### config.mk
export PLATFORM = sky130hd
export DESIGN_NAME = jesd_tx_link_ctrl_flat
export DESIGN_NICKNAME = d
export VERILOG_FILES = /design/src/rtl/jesd_tx_link_ctrl_if.sv /design/src/rtl/jesd_tx_link_ctrl.sv /design/src/flat_wrapper.sv
export SDC_FILE = /design/constraint.sdc
export NUM_CORES = 1
export LEC_CHECK = 0
export BUFFER_PORTS_ARGS = -buffer_cell sky130_fd_sc_hd__buf_2
export CELL_PAD_IN_SITES_DETAIL_PLACEMENT = 1
export CELL_PAD_IN_SITES_GLOBAL_PLACEMENT = 1
export CORE_ASPECT_RATIO = 0.75
export CORE_MARGIN = 1.5
export CORE_UTILIZATION = 40
export DETAILED_ROUTE_END_ITERATION = 12
export GPL_TIMING_DRIVEN = 0
export MAX_ROUTING_LAYER = met4
export PLACE_DENSITY = 0.83
export REMOVE_ABC_BUFFERS = 1
export SYNTH_ARGS = -nofsm -noshare
export SYNTH_HDL_FRONTEND = slang
export SYNTH_SLANG_ARGS = --single-unit
### constraint.sdc
create_clock -name clk -period 3.2 [get_ports clk]
set_clock_uncertainty 0.05 [all_clocks]
set_input_delay 0 -clock clk [delete_from_list [all_inputs] [get_ports clk]]
set_output_delay 0 -clock clk [all_outputs]
set_load 0.01 [all_outputs]
### src/rtl/jesd_tx_link_ctrl_if.sv
// Link-control bus between the SYNC~ decoder / frame timing side and the JESD204B TX
// link controller. master drives the timing/SYNC~ inputs, slave is the link controller.
interface jesd_tx_link_ctrl_if #(
  parameter int unsigned ERR_W = 8
) ();
  logic             i_frame_tick;
  logic             i_lmfc_edge;
  logic             i_sync_n;
  logic             i_sync_request_tx;
  logic             i_err_reporting;
  logic [1:0]       o_state;
  logic             o_send_k;
  logic [1:0]       o_ilas_mf_idx;
  logic             o_mf_end;
  logic             o_ilas_cfg_mf;
  logic             o_data_valid;
  logic [ERR_W-1:0] o_err_cnt;

  modport master (
    output i_frame_tick, i_lmfc_edge, i_sync_n, i_sync_request_tx, i_err_reporting,
    input  o_state, o_send_k, o_ilas_mf_idx, o_mf_end, o_ilas_cfg_mf, o_data_valid, o_err_cnt
  );

  modport slave (
    input  i_frame_tick, i_lmfc_edge, i_sync_n, i_sync_request_tx, i_err_reporting,
    output o_state, o_send_k, o_ilas_mf_idx, o_mf_end, o_ilas_cfg_mf, o_data_valid, o_err_cnt
  );
endinterface

### src/rtl/jesd_tx_link_ctrl.sv
// JESD204B TX link-layer control FSM (CGS -> ILAS -> DATA), all outputs registered.
// Define JESD_TX_ERR_CNT_EN to build the DATA-state error-report counter.
module jesd_tx_link_ctrl #(
  parameter int unsigned K       = 32,
  parameter int unsigned ILAS_MF = 4,
  parameter int unsigned ERR_W   = 8
) (
  input logic               clk,
  input logic               rst,
  jesd_tx_link_ctrl_if.slave bus_io
);

  localparam logic [1:0] StCgs  = 2'b00;
  localparam logic [1:0] StIlas = 2'b01;
  localparam logic [1:0] StData = 2'b10;

  localparam logic [4:0] FrameLast = 5'(K - 1);
  localparam logic [1:0] IdxLast   = 2'(ILAS_MF - 1);

  logic [1:0] state_q, state_d;
  logic [1:0] idx_q, idx_d;
  logic [4:0] frame_cnt_q, frame_cnt_d;
  logic       sync_seen_q, sync_seen_d;
  logic       mf_end_q, send_k_q, cfg_mf_q, data_valid_q;

  always_comb begin
    frame_cnt_d = frame_cnt_q;
    if (bus_io.i_lmfc_edge) begin
      frame_cnt_d = '0;
    end else if (bus_io.i_frame_tick) begin
      frame_cnt_d = (frame_cnt_q == FrameLast) ? 5'd0 : frame_cnt_q + 5'd1;
    end
  end

  always_comb begin
    state_d     = state_q;
    idx_d       = idx_q;
    sync_seen_d = sync_seen_q;
    case (state_q)
      StCgs: begin
        if (!bus_io.i_sync_n) begin
          sync_seen_d = 1'b0;
        end else if (!bus_io.i_sync_request_tx) begin
          sync_seen_d = 1'b1;
        end
        if (bus_io.i_lmfc_edge && sync_seen_q) begin
          state_d = StIlas;
          idx_d   = '0;
        end
      end
      StIlas: begin
        // A re-init request beats a coincident LMFC edge.
        if (bus_io.i_sync_request_tx) begin
          state_d     = StCgs;
          idx_d       = '0;
          sync_seen_d = 1'b0;
        end else if (bus_io.i_lmfc_edge) begin
          if (idx_q == IdxLast) begin
            state_d = StData;
          end else begin
            idx_d = idx_q + 2'd1;
          end
        end
      end
      StData: begin
        if (bus_io.i_sync_request_tx) begin
          state_d     = StCgs;
          idx_d       = '0;
          sync_seen_d = 1'b0;
        end
      end
      default: begin
        state_d     = StCgs;
        idx_d       = '0;
        sync_seen_d = 1'b0;
      end
    endcase
  end

  always_ff @(posedge clk or posedge rst) begin
    if (rst) begin
      state_q      <= StCgs;
      idx_q        <= '0;
      frame_cnt_q  <= '0;
      sync_seen_q  <= 1'b0;
      mf_end_q     <= 1'b0;
      send_k_q     <= 1'b1;
      cfg_mf_q     <= 1'b0;
      data_valid_q <= 1'b0;
    end else begin
      state_q      <= state_d;
      idx_q        <= idx_d;
      frame_cnt_q  <= frame_cnt_d;
      sync_seen_q  <= sync_seen_d;
      mf_end_q     <= (frame_cnt_d == FrameLast);
      send_k_q     <= (state_d == StCgs);
      cfg_mf_q     <= (state_d == StIlas) && (idx_d == 2'd1);
      data_valid_q <= (state_d == StData);
    end
  end

  assign bus_io.o_state       = state_q;
  assign bus_io.o_send_k      = send_k_q;
  assign bus_io.o_ilas_mf_idx = idx_q;
  assign bus_io.o_mf_end      = mf_end_q;
  assign bus_io.o_ilas_cfg_mf = cfg_mf_q;
  assign bus_io.o_data_valid  = data_valid_q;

`ifdef JESD_TX_ERR_CNT_EN
  logic             err_q;
  logic [ERR_W-1:0] err_cnt_q, err_cnt_d;

  always_comb begin
    err_cnt_d = err_cnt_q;
    if (bus_io.i_err_reporting && !err_q && (state_q == StData) && !(&err_cnt_q)) begin
      err_cnt_d = err_cnt_q + 1'b1;
    end
  end

  always_ff @(posedge clk or posedge rst) begin
    if (rst) begin
      err_q     <= 1'b0;
      err_cnt_q <= '0;
    end else begin
      err_q     <= bus_io.i_err_reporting;
      err_cnt_q <= err_cnt_d;
    end
  end

  assign bus_io.o_err_cnt = err_cnt_q;
`else
  logic unused_err_reporting;
  assign unused_err_reporting = bus_io.i_err_reporting;
  assign bus_io.o_err_cnt     = '0;
`endif

endmodule

### src/flat_wrapper.sv
// flat-port wrapper written by rule: the top's interface ports become plain ports
module jesd_tx_link_ctrl_flat 
#(
  parameter int unsigned K       = 32,
  parameter int unsigned ILAS_MF = 4,
  parameter int unsigned ERR_W   = 8
)
  (clk, rst, bus_io_i_frame_tick, bus_io_i_lmfc_edge, bus_io_i_sync_n, bus_io_i_sync_request_tx, bus_io_i_err_reporting, bus_io_o_state, bus_io_o_send_k, bus_io_o_ilas_mf_idx, bus_io_o_mf_end, bus_io_o_ilas_cfg_mf, bus_io_o_data_valid, bus_io_o_err_cnt);
  jesd_tx_link_ctrl_if #(.ERR_W(ERR_W)) bus_io_i ();
  input logic clk;
  input logic rst;
  input wire logic [$bits(bus_io_i.i_frame_tick)-1:0] bus_io_i_frame_tick;
  input wire logic [$bits(bus_io_i.i_lmfc_edge)-1:0] bus_io_i_lmfc_edge;
  input wire logic [$bits(bus_io_i.i_sync_n)-1:0] bus_io_i_sync_n;
  input wire logic [$bits(bus_io_i.i_sync_request_tx)-1:0] bus_io_i_sync_request_tx;
  input wire logic [$bits(bus_io_i.i_err_reporting)-1:0] bus_io_i_err_reporting;
  output wire logic [$bits(bus_io_i.o_state)-1:0] bus_io_o_state;
  output wire logic [$bits(bus_io_i.o_send_k)-1:0] bus_io_o_send_k;
  output wire logic [$bits(bus_io_i.o_ilas_mf_idx)-1:0] bus_io_o_ilas_mf_idx;
  output wire logic [$bits(bus_io_i.o_mf_end)-1:0] bus_io_o_mf_end;
  output wire logic [$bits(bus_io_i.o_ilas_cfg_mf)-1:0] bus_io_o_ilas_cfg_mf;
  output wire logic [$bits(bus_io_i.o_data_valid)-1:0] bus_io_o_data_valid;
  output wire logic [$bits(bus_io_i.o_err_cnt)-1:0] bus_io_o_err_cnt;
  assign bus_io_i.i_frame_tick = bus_io_i_frame_tick;
  assign bus_io_i.i_lmfc_edge = bus_io_i_lmfc_edge;
  assign bus_io_i.i_sync_n = bus_io_i_sync_n;
  assign bus_io_i.i_sync_request_tx = bus_io_i_sync_request_tx;
  assign bus_io_i.i_err_reporting = bus_io_i_err_reporting;
  assign bus_io_o_state = bus_io_i.o_state;
  assign bus_io_o_send_k = bus_io_i.o_send_k;
  assign bus_io_o_ilas_mf_idx = bus_io_i.o_ilas_mf_idx;
  assign bus_io_o_mf_end = bus_io_i.o_mf_end;
  assign bus_io_o_ilas_cfg_mf = bus_io_i.o_ilas_cfg_mf;
  assign bus_io_o_data_valid = bus_io_i.o_data_valid;
  assign bus_io_o_err_cnt = bus_io_i.o_err_cnt;
  jesd_tx_link_ctrl #(.K(K), .ILAS_MF(ILAS_MF), .ERR_W(ERR_W)) u_core (.clk(clk), .rst(rst), .bus_io(bus_io_i));
endmodule
==> results of run 1 <==
==> cells in the final DEF (no fill, tap or decap), types with 2 or more instances in the layout <==
cell	synthesis	final
buf_2	1	13
dlygate4sd3_1	0	4
a31oi_1	2	2
o21ai_1	4	4
nand2_1	2	2
conb_1	1	8
mux2i_1	2	2
ha_1	6	6
clkbuf_4	0	3
a21oi_1	6	6
nor2_1	8	8
inv_1	4	4
nor2b_1	2	2
nor3_1	2	2
a21oi_2	2	2
dfrtp_1	13	13
nand3_1	4	4
==> critical path: cells and delay by family, from the launching register on <==
family	cells	cell delay, ps
and+or+nand+nor	4	890
adders and majority gates	2	480
AOI/OAI and AO/OA	1	170
DFF	1	440
==> sequential cells by signal (all words and copies together) (netlist names) <==
register	flops
u_core.bus_io.o_ilas_mf_idx	2
u_core.bus_io.o_send_k	1
u_core.frame_cnt_q	5
u_core.bus_io.o_ilas_cfg_mf	1
u_core.sync_seen_q	1
u_core.bus_io.o_state	2
u_core.bus_io.o_data_valid	1
u_core.bus_io.o_mf_end	1
==> per-layer routing <==
metal	track usage (%)	routed length (um)	up-vias
met5	-	0	-
met4	4.39	16	0
met3	5.56	90	2
met2	29.8	808	18
met1	23.0	839	322
li1	-	-	319
==> power by group <==
part / switching, mW / internal [mW]
sequential: 0.0286 / 0.207
combinational: 0.102 / 0.0690
clock: 0.0575 / 0.0694
==> synthesized netlist by cell type, types with 4 or more instances <==
| cell type | n | area [um^2] |
|---|---|---|
| o21ai_1 | 4 | 20.0 |
| inv_1 | 4 | 15.0 |
| dfrtp_1 | 13 | 325 |
| nor2_1 | 8 | 30.0 |
| ha_1 | 6 | 75.1 |
| buf_4 | 8 | 60.1 |
| a21oi_1 | 6 | 30.0 |
| nand3_1 | 4 | 20.0 |
==> kinds of logic (layout without fill, tap and decap cells) <==
| kind of cell | Yosys count | in the layout | share of synthesized area [%] |
|---|---|---|---|
| and+or+nand+nor | 27 | 27 | 18.9 |
| AOI/OAI and AO/OA | 19 | 19 | 14.7 |
| buffers and inverters | 15 | 26 | 11.4 |
| DFF | 14 | 14 | 42.1 |
| adders and majority gates | 6 | 6 | 9.00 |
| muxes | 2 | 2 | 2.40 |
| other | 1 | 8 | 0.449 |
| xor gates and xnor gates | 1 | 1 | 1.05 |
==> layout make-up <==
class                      count  area [um^2]
inverter                       5         18.8
fill                         247         1020
timing repair buffer          17          105
clock buffer                   4         36.3
multi-input combinational     63          414
sequential                    14          352
tap                           24         30.0
==> per-stage QoR <==
| stage | cell area (um^2) | cells | utilization (%) | setup WS, ps |
|---|---|---|---|---|
| 5_1_grt | 956 | 127 | 48.3 | 944 |
| 6_report | 956 | 127 | 48.3 | 1100 |
| 3_3_place_gp | 880 | 119 | 44.4 | 1190 |
| 3_5_place_dp | 880 | 119 | 44.4 | 1110 |
| 4_1_cts | 956 | 127 | 48.3 | 1080 |
| 2_1_floorplan | 785 | 82 | - | 1300 |
==> final timing paths <==
kind | start | to | cells after the start
setup / recovery | u_core.frame_cnt_q[0]$_DFF_PP0_ | u_core.bus_io.o_mf_end$_DFF_PP0_ | 7
hold / removal | bus_io_i_frame_tick | u_core.frame_cnt_q[0]$_DFF_PP0_ | 3
setup reg to reg | u_core.frame_cnt_q[0]$_DFF_PP0_ | u_core.bus_io.o_mf_end$_DFF_PP0_ | 7
hold reg to reg | u_core.frame_cnt_q[3]$_DFF_PP0_ | u_core.frame_cnt_q[3]$_DFF_PP0_ | 2
max in group asynchronous | rst | u_core.bus_io.o_send_k$_DFF_PP1_ | 3
min in group asynchronous | rst | u_core.frame_cnt_q[0]$_DFF_PP0_ | 3
==> what timing repair did <==
action | 4_1_cts | 5_1_grt
hold buffers | 4 | 0
setup buffers | 0 | 0
endpoints found under the hold margin | 17 | 0
==> results.cfg, run 1 <==
[floorplanning]
die_w_um = 55.7
fp-row-count = 14
die_area_um2 = 2370
fp.dieH_um = 42.6
io_pins = 23
initial_core_util_pct = 42.2
core-area_um2 = 1980

[timing]
maxSlewHeadroom_pct = 66.4
hold_viol = 0
worstMarginPinSlew_ps = 503
rsz0062_at_grt = no
timing.fmax_ghz = 0.475
fin_crit_sh_pct = 65.8
drv_slew = 0
whs_ps = 58.7
finalSetupViolations = 0
tns_ps = 0
period_needed_ps = 2100

[cts]
root_buffer = clkbuf_4
clock_path_buffers = 2
ctsHtreeMaxLevel = 1
cts_buffers = 3
cts_sinks = 14
cts_tree = yes
clk_pin_slew_worst_paths_ps = 80
insertion_delay_ps = 290
post_cts_resized = 0

[drt]
viasPerCell = 5.20
drc = 0
post_drt_wl_per_cell_um = 13.8
wl_mm = 1.76
dr.pass1.iters = 2
vias = 661
first_iter_violations = 3
ant_nets = 0

[worst_setup_path]
slowest_delay_ps = 440
start_kind = register
crit_slowest_cell = dfrtp_1
critPathMaxFanout = 5
r2r_slack_ps = 1100
critPathCaptureType = register
critPathArrivalTime_ps = 2270
path_class = reg2reg
critPathRequiredTime_ps = 3360
path_common_cell = ha_1
cp_cell_sequence = ha_1 > and3_1 > ha_1 > or3b_1 > a21oi_2 > nand3_1 > nor3b_2

[layout]
area_growth_pct = 14.5
final_net_count = 117
drive_gt1_share_pct = 24.3
num_antenna_cells = 0

[synth]
syn_avg_cell_area_um2 = 9.82
synth.cell_area_um2 = 835
async_flop_share_pct = 100
synth_edf_count = 0
syn_inst = 85
ys_ff_latch = 14
ys_types = 34
ys.flop_type = dfrtp_1
seq_area_frac_synth_pct = 42.1
yosysWarningCount = 0

[grt]
grt_pass1_wl_mm = 3.21
grt_pass1_vias = 680
overflow = 0
grt_util_all_layers_pct = 18.5
grt_max_degree = 15
antenna_found_initial = 0

[min_path]
hp-class = in2reg

[power]
peakVddDrop_v = 0.000271
p_per_area_nw_per_um2 = 558
leakage_nw = 0.479
fin_total_pwr_uw = 533

[place]
portBuffers = 13
dp_hpwl_mm = 1.36
place_congestion = 0.833

[run_status]
status = finished, final reports clean

[job]
drv_cap = 0
No activity file was read; power rests on OpenSTA's default activity.
==> run 2: changes to the inputs <==
--- a/config.mk
+++ b/config.mk
@@ -10,11 +10,11 @@
 export CELL_PAD_IN_SITES_GLOBAL_PLACEMENT = 1
 export CORE_ASPECT_RATIO = 0.75
 export CORE_MARGIN = 1.5
-export CORE_UTILIZATION = 40
+export CORE_UTILIZATION = 38
 export DETAILED_ROUTE_END_ITERATION = 12
 export GPL_TIMING_DRIVEN = 0
 export MAX_ROUTING_LAYER = met4
-export PLACE_DENSITY = 0.83
+export PLACE_DENSITY = 0.79
 export REMOVE_ABC_BUFFERS = 1
 export SYNTH_ARGS = -nofsm -noshare
 export SYNTH_HDL_FRONTEND = slang
==> constraint.sdc (replaced) <==
create_clock -name clk -period 2 [get_ports clk]
set_clock_uncertainty 0.05 [all_clocks]
set_input_delay 0 -clock clk [delete_from_list [all_inputs] [get_ports clk]]
set_output_delay 0 -clock clk [all_outputs]
set_load 0.01 [all_outputs]
==> results.cfg, run 2 (same netlist as run 1, synthesis figures left out) <==
[worst_setup_path]
critPathMaxFanout = 5
start_kind = register
r2r_cells = 7
regToRegStartpoint = u_core.frame_cnt_q[0]$_DFF_PP0_
r2r-end = u_core.bus_io.o_mf_end$_DFF_PP0_
path_class = reg2reg
critPathArrivalTime_ps = 2100
r2r_slack_ps = 60
critPathRequiredTime_ps = 2160
slowest_delay_ps = 390
critPathCaptureType = register
worstSetupStartpoint = u_core.frame_cnt_q[0]$_DFF_PP0_
cp_cell_sequence = ha_2 > and3_4 > ha_4 > or3b_4 > a21oi_4 > nand3_2 > nor3b_2
crit_slowest_cell = dfrtp_1

[layout]
final_area_um2 = 1010
stdcell_count = 130
final_cell_mix = buf_2 (13), dfrtp_1 (13), nor2_1 (8), conb_1 (8), a21oi_1 (6)
drive_gt1_share_pct = 31.1
num_antenna_cells = 0
largest_reg_flops = 5
top_register = u_core.frame_cnt_q
area_growth_pct = 21.4
final_net_count = 120

[floorplanning]
core-area_um2 = 2030
die_w_um = 57.1
fp-row-count = 14
initial_core_util_pct = 41.1
fp.dieH_um = 43.6
die_area_um2 = 2490
io_pins = 23

[place]
dp_cells = 119
dpl_cell_area_um2 = 880
dp_hpwl_mm = 1.31
portBuffers = 13
place_congestion = 0.825

[grt]
antenna_found_initial = 0
grt_pass1_wl_mm = 3.13
grt_pass1_vias = 689
overflow = 0
grt_util_all_layers_pct = 17.9
grt_max_degree = 15

[timing]
worstMarginPinSlew_ps = 525
finalSetupViolations = 0
period_needed_ps = 1940
maxSlewHeadroom_pct = 64.9
fin_crit_sh_pct = 97.1
timing.fmax_ghz = 0.515
drv_slew = 0
hold_viol = 0

[cts]
insertion_delay_ps = 290
clock_path_buffers = 2
clk_pin_slew_worst_paths_ps = 90
ctsHtreeMaxLevel = 1
root_buffer = clkbuf_4
cts_sinks = 14
cts_buffers = 3
cts_tree = yes

[min_path]
worstHoldPathCells = 4
hp-class = in2reg
worstHoldEndpoint = u_core.frame_cnt_q[3]$_DFF_PP0_
hold_start = bus_io_i_frame_tick

[drt]
wl_mm = 1.97
first_iter_violations = 1
dr.pass1.iters = 4
ant_nets = 0
vias = 679
post_drt_wl_per_cell_um = 15.1
viasPerCell = 5.22
drc = 0

[power]
p_sw_share_pct = 35.1
peakVddDrop_v = 0.000472
leakage_nw = 0.488
share_seq_of_total_power_pct = 43.5
power_switching_uw = 302
fin_total_pwr_uw = 861
clockPowerShare_pct = 23.7
p_comb_share_pct = 32.7
power.internal_uw = 559
p_per_area_nw_per_um2 = 850

[run_status]
status = finished, final reports clean

[job]
drv_cap = 0
-- run 2: stage by stage --
| step | TNS [ps] | hold slack [ps] | utilization, % | worst slack (ps) |
|---|---|---|---|---|
| 2_1_floorplan | 0 | -161 | - | 101 |
| 3_3_place_gp | -7.79 | 4.07 | 43.3 | -7.79 |
| 3_5_place_dp | -88.2 | 16.7 | 43.3 | -88.2 |
| 4_1_cts | 0 | 58.9 | 48.2 | 9.91 |
| 5_1_grt | -8.97 | 82.8 | 49.9 | -8.97 |
| 6_report | 0 | 71.2 | 49.9 | 58.0 |
-- run 2: worst max-delay path: cells and delay by family (launching register included) --
kind / cells / cell delay, ps
DFF: 1 / 390
adders and majority gates: 2 / 370
AOI/OAI and AO/OA: 1 / 170
and+or+nand+nor: 4 / 880
-- run 2: worst max-delay path by stage --
stage | slack [ps] | to
final | 60 | u_core.bus_io.o_mf_end$_DFF_PP0_
after global routing | -9 | u_core.bus_io.o_mf_end$_DFF_PP0_
after CTS | 10 | u_core.bus_io.o_mf_end$_DFF_PP0_
after detailed placement | -90 | u_core.bus_io.o_mf_end$_DFF_PP0_
after global placement | -8 | u_core.bus_io.o_mf_end$_DFF_PP0_
after floorplan | 100 | u_core.bus_io.o_mf_end$_DFF_PP0_
-- run 2: area by class of cell --
class                           instances  area [um^2]
Sequential cell                        14          352
Tap cell                               24         30.0
Timing Repair Buffer                   20          128
Inverter                                5         18.8
Clock buffer                            4         36.3
Fill cell                             243         1020
Multi-Input combinational cell         63          449
-- run 2: layer usage --
| layer | global-route usage, % | routed length (um) | share of wire, % |
|---|---|---|---|
| met3 | 6.27 | 131 | 6.7 |
| met2 | 27.6 | 926 | 47 |
| met4 | 10.2 | 54 | 2.7 |
| met1 | 20.5 | 854 | 43 |
| met5 | - | 0 | 0 |
-- run 2: power groups by stage --
stage / Combinational (mW) / Sequential [mW] / Clock [mW]
after floorplan: 0.155 / 0.390 / 0
after global placement: 0.241 / 0.378 / 0
after detailed placement: 0.251 / 0.381 / 0
after CTS: 0.274 / 0.374 / 0.211
after global routing: 0.313 / 0.380 / 0.227
final: 0.282 / 0.375 / 0.204
-- run 2: repair_timing --
| item | CTS | global route |
|---|---|---|
| endpoints found under the hold margin | 15 | 0 |
| setup endpoints to repair | 1 | 1 |
| hold buffers | 4 | 0 |
| gates resized for setup | 2 | 5 |
| buffers inserted | 2 | 1 |
| pin swaps | 0 | 2 |
==> run 3: changes to the inputs <==
--- a/config.mk
+++ b/config.mk
@@ -5,16 +5,17 @@
 export SDC_FILE = /design/constraint.sdc
 export NUM_CORES = 1
 export LEC_CHECK = 0
+export ABC_AREA = 1
 export BUFFER_PORTS_ARGS = -buffer_cell sky130_fd_sc_hd__buf_2
 export CELL_PAD_IN_SITES_DETAIL_PLACEMENT = 1
 export CELL_PAD_IN_SITES_GLOBAL_PLACEMENT = 1
 export CORE_ASPECT_RATIO = 0.75
 export CORE_MARGIN = 1.5
-export CORE_UTILIZATION = 38
+export CORE_UTILIZATION = 36
 export DETAILED_ROUTE_END_ITERATION = 12
 export GPL_TIMING_DRIVEN = 0
 export MAX_ROUTING_LAYER = met4
-export PLACE_DENSITY = 0.79
+export PLACE_DENSITY = 0.78
 export REMOVE_ABC_BUFFERS = 1
 export SYNTH_ARGS = -nofsm -noshare
 export SYNTH_HDL_FRONTEND = slang
==> results.cfg, run 3 <==
[layout]
n_fill_cell = 278
final_area_um2 = 947
num_antenna_cells = 0
utilization_pct = 45.1
largest_reg_flops = 5
top_register = u_core.frame_cnt_q
seqCellArea_um2 = 352
final_cell_mix = inv_1 (18), nand2_1 (17), buf_2 (13), dfrtp_1 (13), nor2_1 (9)
final_net_count = 134
drive_gt1_share_pct = 21.7
multi_input_area_um2 = 387
area_growth_pct = 12.8
final_common_cell = inv_1

[worst_setup_path]
critPathCaptureType = register
path_class = reg2reg
r2r_cells = 8
r2r_slack_ps = 300
regToRegStartpoint = u_core.frame_cnt_q[0]$_DFF_PP0_
r2r-end = u_core.bus_io.o_mf_end$_DFF_PP0_
critPathArrivalTime_ps = 1860
critPathRequiredTime_ps = 2160
critPathMaxFanout = 3
start_kind = register

[floorplanning]
fp.dieH_um = 44.8
die_w_um = 58.8
io_pins = 23
fp-row-count = 14
die_area_um2 = 2630
core-area_um2 = 2100
initial_core_util_pct = 39.9

[drt]
dr.pass1.iters = 2
wl_mm = 1.68
drc = 0
post_drt_wl_per_cell_um = 11.7
first_iter_violations = 16
vias = 670
viasPerCell = 4.65
ant_nets = 0

[power]
power.internal_uw = 565
fin_total_pwr_uw = 874
p_sw_share_pct = 35.4
leakage_nw = 0.558
peakVddDrop_v = 0.000404
clockPowerShare_pct = 22.1
p_per_area_nw_per_um2 = 923
p_comb_share_pct = 34.6
power_switching_uw = 309
share_seq_of_total_power_pct = 43.4

[grt]
grt_use_met3_pct = 5.16
top_usage_layer = met2
grt_pass1_wl_mm = 2.91
grt_pass1_vias = 678
antenna_found_initial = 0
met2_usage_pct = 24.4
grt_util_all_layers_pct = 15.5
overflow = 0
grt_util_met1_pct = 19.6
grt_max_degree = 15

[cts]
clk_pin_slew_worst_paths_ps = 70
ctsHtreeMaxLevel = 1
cts_buffers = 3
clock_path_buffers = 2
post_cts_buffers = 0
root_buffer = clkbuf_4
post_cts_resized = 0
cts_tree = yes
cts_hold_buf = 1
cts_sinks = 14
insertion_delay_ps = 270

[place]
place_congestion = 0.837
dpl_cell_area_um2 = 901
dp_hpwl_mm = 1.38
portBuffers = 13
dp_slack_ps = 290

[timing]
period_needed_ps = 1700
finalSetupViolations = 0
fin_crit_sh_pct = 85.1
rsz0062_at_grt = no
tns_ps = 0
timing.fmax_ghz = 0.588
finalWorstSetupSlack_ps = 298
drv_slew = 0
hold_viol = 0

[synth]
async_flop_share_pct = 100
synth_compound_area_share_pct = 6.41
synth.top_cell.area_share_pct = 38.7
synth_top_family_by_area = simple AND/OR/NAND/NOR gates
yosys-top-cells-count = inv_1 (18), nand2_1 (17), dfrtp_1 (13), nor2_1 (9), buf_4 (8)
seq_area_frac_synth_pct = 41.9
ys.flop_type = dfrtp_1
synth.area.top_cells = dfrtp_1 (39%), ha_1 (8.9%), inv_1 (8.0%), nand2_1 (7.6%), buf_4 (7.2%)
synth_xor_area_share_pct = 2.09
yosysTopAreaCell = dfrtp_1
syn_avg_cell_area_um2 = 8.15
synthAdderAreaFrac_pct = 8.94
post-synth-top-count-cell = inv_1
synth_edf_count = 0
syn_inst = 103
ys_ff_latch = 14
muxShareOfSynthArea_pct = 0
yosysWarningCount = 0
synth.cell_area_um2 = 840
ys_types = 22
synthSimpleGateAreaFrac_pct = 25.0

[min_path]
worstHoldEndpoint = u_core.sync_seen_q$_DFFE_PP0P_
hold_start = bus_io_i_sync_request_tx
worstHoldPathCells = 4
hp-class = in2reg

[run_status]
status = finished, final reports clean

[job]
drv_cap = 0
## run 3: layout make-up
| cell class | instances | area share [%] |
|---|---|---|
| Clock buffer | 4 | 3.83 |
| Inverter | 18 | 7.13 |
| Multi-Input combinational cell | 70 | 40.8 |
| Sequential cell | 14 | 37.1 |
| Tap cell | 24 | 3.17 |
| Timing Repair Buffer | 14 | 7.93 |
## run 3: logic make-up after synthesis
group	after synthesis
compound gates	9
xor+xnor	2
fa+ha+maj	6
buf+inv	26
flops	14
other cells	1
simple gates	45
## run 3: how the worst max path moves through the flow
stage / startpoint / endpoint / slack, ps / cells after the start
after global placement: u_core.frame_cnt_q[0]$_DFF_PP0_ / u_core.bus_io.o_mf_end$_DFF_PP0_ / 330 / 8
final: u_core.frame_cnt_q[0]$_DFF_PP0_ / u_core.bus_io.o_mf_end$_DFF_PP0_ / 300 / 8
after floorplan: u_core.frame_cnt_q[0]$_DFF_PP0_ / u_core.bus_io.o_mf_end$_DFF_PP0_ / 510 / 8
after global routing: u_core.frame_cnt_q[0]$_DFF_PP0_ / u_core.bus_io.o_mf_end$_DFF_PP0_ / 170 / 8
after detailed placement: u_core.frame_cnt_q[0]$_DFF_PP0_ / u_core.bus_io.o_mf_end$_DFF_PP0_ / 290 / 8
after CTS: u_core.frame_cnt_q[0]$_DFF_PP0_ / u_core.bus_io.o_mf_end$_DFF_PP0_ / 260 / 8
## run 3: critical path, cell delays in order (launching register included)
cell	delay, ps
dfrtp_1	400
ha_1	230
and3_1	190
ha_1	170
a21oi_1	230
nand3_1	110
inv_1	90
nand4_1	70
nor2_1	100
## run 3: metal layers
metal | vias to the layer above | part of all wire (%)
li1 | 338 | -
met1 | 315 | 48
met2 | 14 | 48
met3 | 3 | 4.1
met4 | 0 | 0.54
met5 | - | 0
## run 3: power groups by stage
stage               Combinational, mW  Clock (mW)  Sequential, mW
floorplan                       0.198           0           0.394
global placement                0.291           0           0.385
detailed placement              0.305           0           0.386
CTS                             0.307       0.202           0.381
global route                    0.347       0.215           0.388
finish                          0.302       0.193           0.379
## run 3: through the flow
| stage | hold WS (ps) | cells |
|---|---|---|
| 5_1_grt | 31.1 | 144 |
| 4_1_cts | 1.58 | 144 |
| 6_report | 2.65 | 144 |
| 3_3_place_gp | -3.42 | 139 |
| 3_5_place_dp | 0.838 | 139 |
| 2_1_floorplan | -161 | 102 |
